==> config.mk <==
export PLATFORM = sky130hd
export DESIGN_NAME = lc4_div_seq_flat
export DESIGN_NICKNAME = d
export VERILOG_FILES = /design/src/rtl/lc4_div_pkg.sv /design/src/rtl/lc4_div_seq_if.sv /design/src/rtl/lc4_div_one_iter.sv /design/src/rtl/lc4_div_seq.sv /design/src/flat_wrapper.sv
export SDC_FILE = /design/constraint.sdc
export NUM_CORES = 1
export LEC_CHECK = 0
export CORE_ASPECT_RATIO = 0.6
export CORE_MARGIN = 5
export CORE_UTILIZATION = 50
export CTS_CLUSTER_DIAMETER = 60
export DETAILED_ROUTE_END_ITERATION = 12
export PLACE_DENSITY = 0.85
export SLEW_MARGIN = 10
export SYNTH_ARGS = -nofsm -noshare
export SYNTH_HDL_FRONTEND = slang
export SYNTH_HIERARCHICAL = 1
export SYNTH_SLANG_ARGS = --single-unit
==> constraint.sdc <==
create_clock -name clk -period 3.4 [get_ports clk]
set_clock_uncertainty 0.1 [all_clocks]
set_input_delay 0.34 -clock clk [delete_from_list [all_inputs] [get_ports clk]]
set_output_delay 0.34 -clock clk [all_outputs]
set_load 0.005 [all_outputs]
==> src/rtl/lc4_div_pkg.sv <==
// Shared definitions for the LC4 sequential divide/modulo unit.
package lc4_div_pkg;

  localparam int DEFAULT_WIDTH = 16;

  // Quotient and remainder reported when the divisor is zero
  localparam int DIV0_RESULT = 0;

  typedef enum logic [1:0] {
    ST_IDLE = 2'd0,
    ST_ITER = 2'd1,
    ST_DONE = 2'd2
  } state_e;

endpackage

==> src/rtl/lc4_div_seq_if.sv <==
// Start/busy/done handshake and operand/result bus of the divide unit.
interface lc4_div_seq_if
  import lc4_div_pkg::*;
#(
  parameter int WIDTH = DEFAULT_WIDTH
);

  logic             i_start;
  logic [WIDTH-1:0] i_dividend;
  logic [WIDTH-1:0] i_divisor;
  logic             o_busy;
  logic             o_done;
  logic [WIDTH-1:0] o_quotient;
  logic [WIDTH-1:0] o_remainder;

  // Requester side (execute stage)
  modport master (
    output i_start, i_dividend, i_divisor,
    input  o_busy, o_done, o_quotient, o_remainder
  );

  // Divider side
  modport slave (
    input  i_start, i_dividend, i_divisor,
    output o_busy, o_done, o_quotient, o_remainder
  );

endinterface

==> src/rtl/lc4_div_one_iter.sv <==
// One combinational restoring-division step: shift in the next dividend
// bit, try subtracting the divisor, keep the difference if it fits.
module lc4_div_one_iter
  import lc4_div_pkg::*;
#(
  parameter int WIDTH = DEFAULT_WIDTH
) (
  input  logic [WIDTH-1:0] rem_i,
  input  logic [WIDTH-1:0] dvd_i,
  input  logic [WIDTH-1:0] divisor_i,
  input  logic [WIDTH-1:0] quo_i,
  output logic [WIDTH-1:0] rem_o,
  output logic [WIDTH-1:0] dvd_o,
  output logic [WIDTH-1:0] quo_o
);

  logic [WIDTH-1:0] trial;
  logic [WIDTH:0]   diff;
  logic             fits;
  logic             unusedMsbs;

  // The remainder stays below the divisor, so its top bit is zero whenever
  // it is shifted; the quotient top bit simply falls off the shift.
  assign unusedMsbs = rem_i[WIDTH-1] ^ quo_i[WIDTH-1];

  assign trial = {rem_i[WIDTH-2:0], dvd_i[WIDTH-1]};
  assign diff  = {1'b0, trial} - {1'b0, divisor_i};
  assign fits  = ~diff[WIDTH];

  assign rem_o = fits ? diff[WIDTH-1:0] : trial;
  assign quo_o = {quo_i[WIDTH-2:0], fits};
  assign dvd_o = {dvd_i[WIDTH-2:0], 1'b0};

endmodule

==> src/rtl/lc4_div_seq.sv <==
// Multi-cycle unsigned divide/modulo: one restoring step per cycle for
// WIDTH cycles, results held from the done pulse until the next start.
module lc4_div_seq
  import lc4_div_pkg::*;
#(
  parameter int WIDTH = DEFAULT_WIDTH,
  parameter int CNT_W = 4
) (
  input  logic          clk,
  input  logic          rst,
  lc4_div_seq_if.slave  bus
);

  localparam logic [CNT_W-1:0] LAST_CNT = CNT_W'(WIDTH - 1);
  localparam logic [WIDTH-1:0] DIV0_VAL = WIDTH'(DIV0_RESULT);

  state_e           state_q;
  logic [CNT_W-1:0] cnt_q;
  logic [WIDTH-1:0] rem_q, quo_q, dvd_q, divisor_q;
  logic [WIDTH-1:0] rem_d, quo_d, dvd_d;

  lc4_div_one_iter #(.WIDTH(WIDTH)) u_step (
    .rem_i     (rem_q),
    .dvd_i     (dvd_q),
    .divisor_i (divisor_q),
    .quo_i     (quo_q),
    .rem_o     (rem_d),
    .dvd_o     (dvd_d),
    .quo_o     (quo_d)
  );

  // Sequencer: accept a start in IDLE/DONE, iterate WIDTH times, then pulse DONE
  always_ff @(posedge clk) begin
    if (rst) begin
      state_q   <= ST_IDLE;
      cnt_q     <= '0;
      rem_q     <= '0;
      quo_q     <= '0;
      dvd_q     <= '0;
      divisor_q <= '0;
    end else begin
      case (state_q)
        ST_IDLE, ST_DONE: begin
          if (bus.i_start) begin
            cnt_q <= '0;
            if (bus.i_divisor == '0) begin
              quo_q     <= DIV0_VAL;
              rem_q     <= DIV0_VAL;
              dvd_q     <= '0;
              divisor_q <= '0;
              state_q   <= ST_DONE;
            end else begin
              quo_q     <= '0;
              rem_q     <= '0;
              dvd_q     <= bus.i_dividend;
              divisor_q <= bus.i_divisor;
              state_q   <= ST_ITER;
            end
          end else begin
            state_q <= ST_IDLE;
          end
        end
        ST_ITER: begin
          rem_q <= rem_d;
          quo_q <= quo_d;
          dvd_q <= dvd_d;
          cnt_q <= cnt_q + 1'b1;
          if (cnt_q == LAST_CNT) begin
            state_q <= ST_DONE;
          end
        end
        default: begin
          state_q <= ST_IDLE;
        end
      endcase
    end
  end

  assign bus.o_busy      = (state_q == ST_ITER);
  assign bus.o_done      = (state_q == ST_DONE);
  assign bus.o_quotient  = quo_q;
  assign bus.o_remainder = rem_q;

endmodule

==> src/flat_wrapper.sv <==
// flat-port wrapper written by rule: the top's interface ports become plain ports
module lc4_div_seq_flat import lc4_div_pkg::*;
#(
  parameter int WIDTH = DEFAULT_WIDTH,
  parameter int CNT_W = 4
)
  (clk, rst, bus_i_start, bus_i_dividend, bus_i_divisor, bus_o_busy, bus_o_done, bus_o_quotient, bus_o_remainder);
  lc4_div_seq_if #(.WIDTH(WIDTH)) bus_i ();
  input  logic clk;
  input  logic rst;
  input wire logic [$bits(bus_i.i_start)-1:0] bus_i_start;
  input wire logic [$bits(bus_i.i_dividend)-1:0] bus_i_dividend;
  input wire logic [$bits(bus_i.i_divisor)-1:0] bus_i_divisor;
  output wire logic [$bits(bus_i.o_busy)-1:0] bus_o_busy;
  output wire logic [$bits(bus_i.o_done)-1:0] bus_o_done;
  output wire logic [$bits(bus_i.o_quotient)-1:0] bus_o_quotient;
  output wire logic [$bits(bus_i.o_remainder)-1:0] bus_o_remainder;
  assign bus_i.i_start = bus_i_start;
  assign bus_i.i_dividend = bus_i_dividend;
  assign bus_i.i_divisor = bus_i_divisor;
  assign bus_o_busy = bus_i.o_busy;
  assign bus_o_done = bus_i.o_done;
  assign bus_o_quotient = bus_i.o_quotient;
  assign bus_o_remainder = bus_i.o_remainder;
  lc4_div_seq #(.WIDTH(WIDTH), .CNT_W(CNT_W)) u_core (.clk(clk), .rst(rst), .bus(bus_i));
endmodule
==> out/results.ini, run 1 <==
[sta]
hold_ws_ps = 359
fmax_mhz = 333
hold_violations = 0
relSlewSlack = 0.488
setup_viol = 0
period_needed_ps = 3010
report.final.slew_viol_count = 0
fin_crit_sh = 0.885
fin_setup_tns_ps = 0
worst_pin_slew_ps = 767
rsz0062_at_grt = no

[synth]
synth_compound_area_frac = 0.246
synth_xor_xnor_area_share = 0.0294
synth-edff-count = 0
seq_area_frac_synth = 0.362
avgSynthCellArea_um2 = 8.77
synth_top_cell_by_area = dfxtp_1
syn_inst = 441
ys.flop_type = dfxtp_1
async_flop_share = 0
synth.distinct_cells = 48
ys_ff_latch = 70
synth.mux.area_fraction = 0.0482
synth_area_leaders = dfxtp_1 (36%), a22oi_1 (9.5%), buf_4 (6.2%)
yosys_warnings = 6
syn-num-nets = 494
synth_top_cell_area_share = 0.362
synth_simple_gate_area_frac = 0.134
synth_top_family_by_area = compound AO/OA/AOI/OAI gates
synthAdderAreaFrac = 0.0602
netlist_area_um2 = 3870

[detailed_routing]
top_layer_used = met4
final_antenna_net_count = 0
wl_um = 9430
viasPerCell = 5.60
wl_met3_um = 618
drt_first_iter_violations = 325
num_vias = 3234
routedWlPerCell_um = 16.3
met1_length_um = 4470
post-route-drc-count = 0
drt_pre_antenna_iters = 7
routed-wl-met2_um = 4180

[power_and_ir_drop]
powerDensity_nw_per_um2 = 984
vdd_drop_max_v = 0.000479
power.leakage_nw = 1.73

[global_routing]
grt_use_total = 0.200
overflow = 0
antenna_found_initial = 0
grt_pass1_wl_um = 15500
grt_pass1_vias = 3090
grt_max_degree = 46

[cells_and_area]
fillCellCount = 659
final_layout_size_suffix_gt1_frac = 0.0909
nets = 521
final_cells = 577
antenna_cells = 0
area_growth_pct = 20.1

[floorplanning]
die-area_um2 = 9650
die-height_um = 78.1
io_pins = 69
rows = 24
start_util = 0.524
die_w_um = 124
coreArea_um2 = 7390

[place]
hpwlAfterDp_um = 6540
place_inst = 561
portBuffers = 68
gp_congestion = 0.978

[job]
max_cap_viol_count = 0

[clocking]
cts_buffer_depth = 2
clkTransAtPathRegs_ps = 60
cts_tree = done
cts_root_buf = clkbuf_16
cts_buffers = 9
hold_buffers = 0
clk_latency_ps = 340
post-cts-setup-buffers = 0
htree_levels = 3
cts.repair.resized = 0
cts.sinks = 70

[worst_setup_path]
required_ps = 3520
path_max_fanout = 21
crit_path_end_kind = flop
cp.arrival_ps = 3120
startpoint_type = flop
criticalPathCategory = flop to flop

[min_path]
hp-class = flop to flop

[status]
status = finished clean

-- cell usage in the layout, fill, tap and decap left out, types with 4 or more instances in the layout --
cell	count
nand2_1	38
mux2_4	11
clkbuf_16	9
xor2_1	4
nor2_1	48
xnor2_1	9
dfxtp_1	70
clkdlybuf4s50_1	67
buf_4	5
nor4_1	4
a21o_1	5
inv_1	20
o2bb2ai_1	16
ha_1	17
a22oi_1	49
nand2b_1	6
a21oi_1	32
o21ai_0	9
-- flip-flops by register name, summed over array words and instances, names as in the netlist --
name	count
u_core/bus.o_quotient	16
u_core/dvd_q	16
u_core/divisor_q	16
u_core/bus.o_remainder	16
u_core/cnt_q	4
u_core/state_q	2
-- routing by layer --
layer | global-route usage | vias to the layer above
li1 | - | 1596
met1 | 0.272 | 1509
met2 | 0.300 | 112
met3 | 0.0647 | 17
met4 | 0.0685 | 0
met5 | 0 | -
-- stage by stage --
step | total power, W | util | worst slack [ps] | area (um^2)
finish | 0.00457 | 0.629 | 393 | 4640
global route | 0.00485 | 0.629 | 193 | 4640
CTS | 0.00455 | 0.629 | 385 | 4640
detailed placement | 0.00351 | 0.586 | 406 | 4330
global placement | 0.00343 | 0.586 | 493 | 4330
floorplan | 0.00311 | - | 688 | 3870
-- cell type report --
class,instances,area [um^2],area share
clock buffer,10,229,0.0493
multi-input combinational,293,2010,0.432
sequential,70,1400,0.302
timing repair buffer,73,713,0.154
clock inverter,6,86.3,0.0186
tap,104,130,0.0280
inverter,21,78.8,0.0170
-- report_power, final --
group	switching (W)	total, W	internal, W
clock	0.000360	0.00100	0.000640
combinational	0.00124	0.00253	0.00129
sequential	0.000109	0.00104	0.000931
-- worst max-delay path, cell delays in order (launching register included) --
cell and delay [ps]:
dfxtp_1 350, inv_1 50, ha_1 210, fa_1 400, nand2b_1 190, a21oi_2 170
o211ai_2 140, a21oi_2 250, o32a_4 430, mux2_2 380, a22oi_1 160, nor2_1 50
-- synthesized netlist by cell type, drive strengths merged, types with 5 or more instances --
library cell	count
a21o	5
a21oi	34
a22oi	49
buf	50
clkbuf	7
dfxtp	70
ha	17
inv	21
mux2	12
nand2	38
nand2b	7
nor2	49
o21ai	9
o2bb2ai	16
xnor2	9
-- kinds of logic after synthesis --
family                   Yosys count
adder cells (fa/ha/maj)           18
AND/OR/NAND/NOR                  114
buffers and inverters             78
XOR/XNOR                          13
flip-flops                        70
multiplexers                      13
AO/OA/AOI/OAI                    134
other                              1
-- final timing paths --
| path | startpoint | end | slack (ps) | cells after the start |
|---|---|---|---|---|
| max reg2reg | u_core/dvd_q[15] | u_core/bus.o_remainder[15] | 390 | 11 |
| min reg2reg | u_core/divisor_q[11] | u_core/divisor_q[11] | 360 | 2 |
| max | u_core/dvd_q[15] | u_core/bus.o_remainder[15] | 390 | 11 |
| min | u_core/divisor_q[11] | u_core/divisor_q[11] | 360 | 2 |
Power figures use the tool's default switching activity.
==> run 2: changes to the inputs <==
ABC_CLOCK_PERIOD_IN_PS = 3400   (was not set)
==> results of run 2 <==
No change in the layout: final DEF, timing and power equal those of run 1.
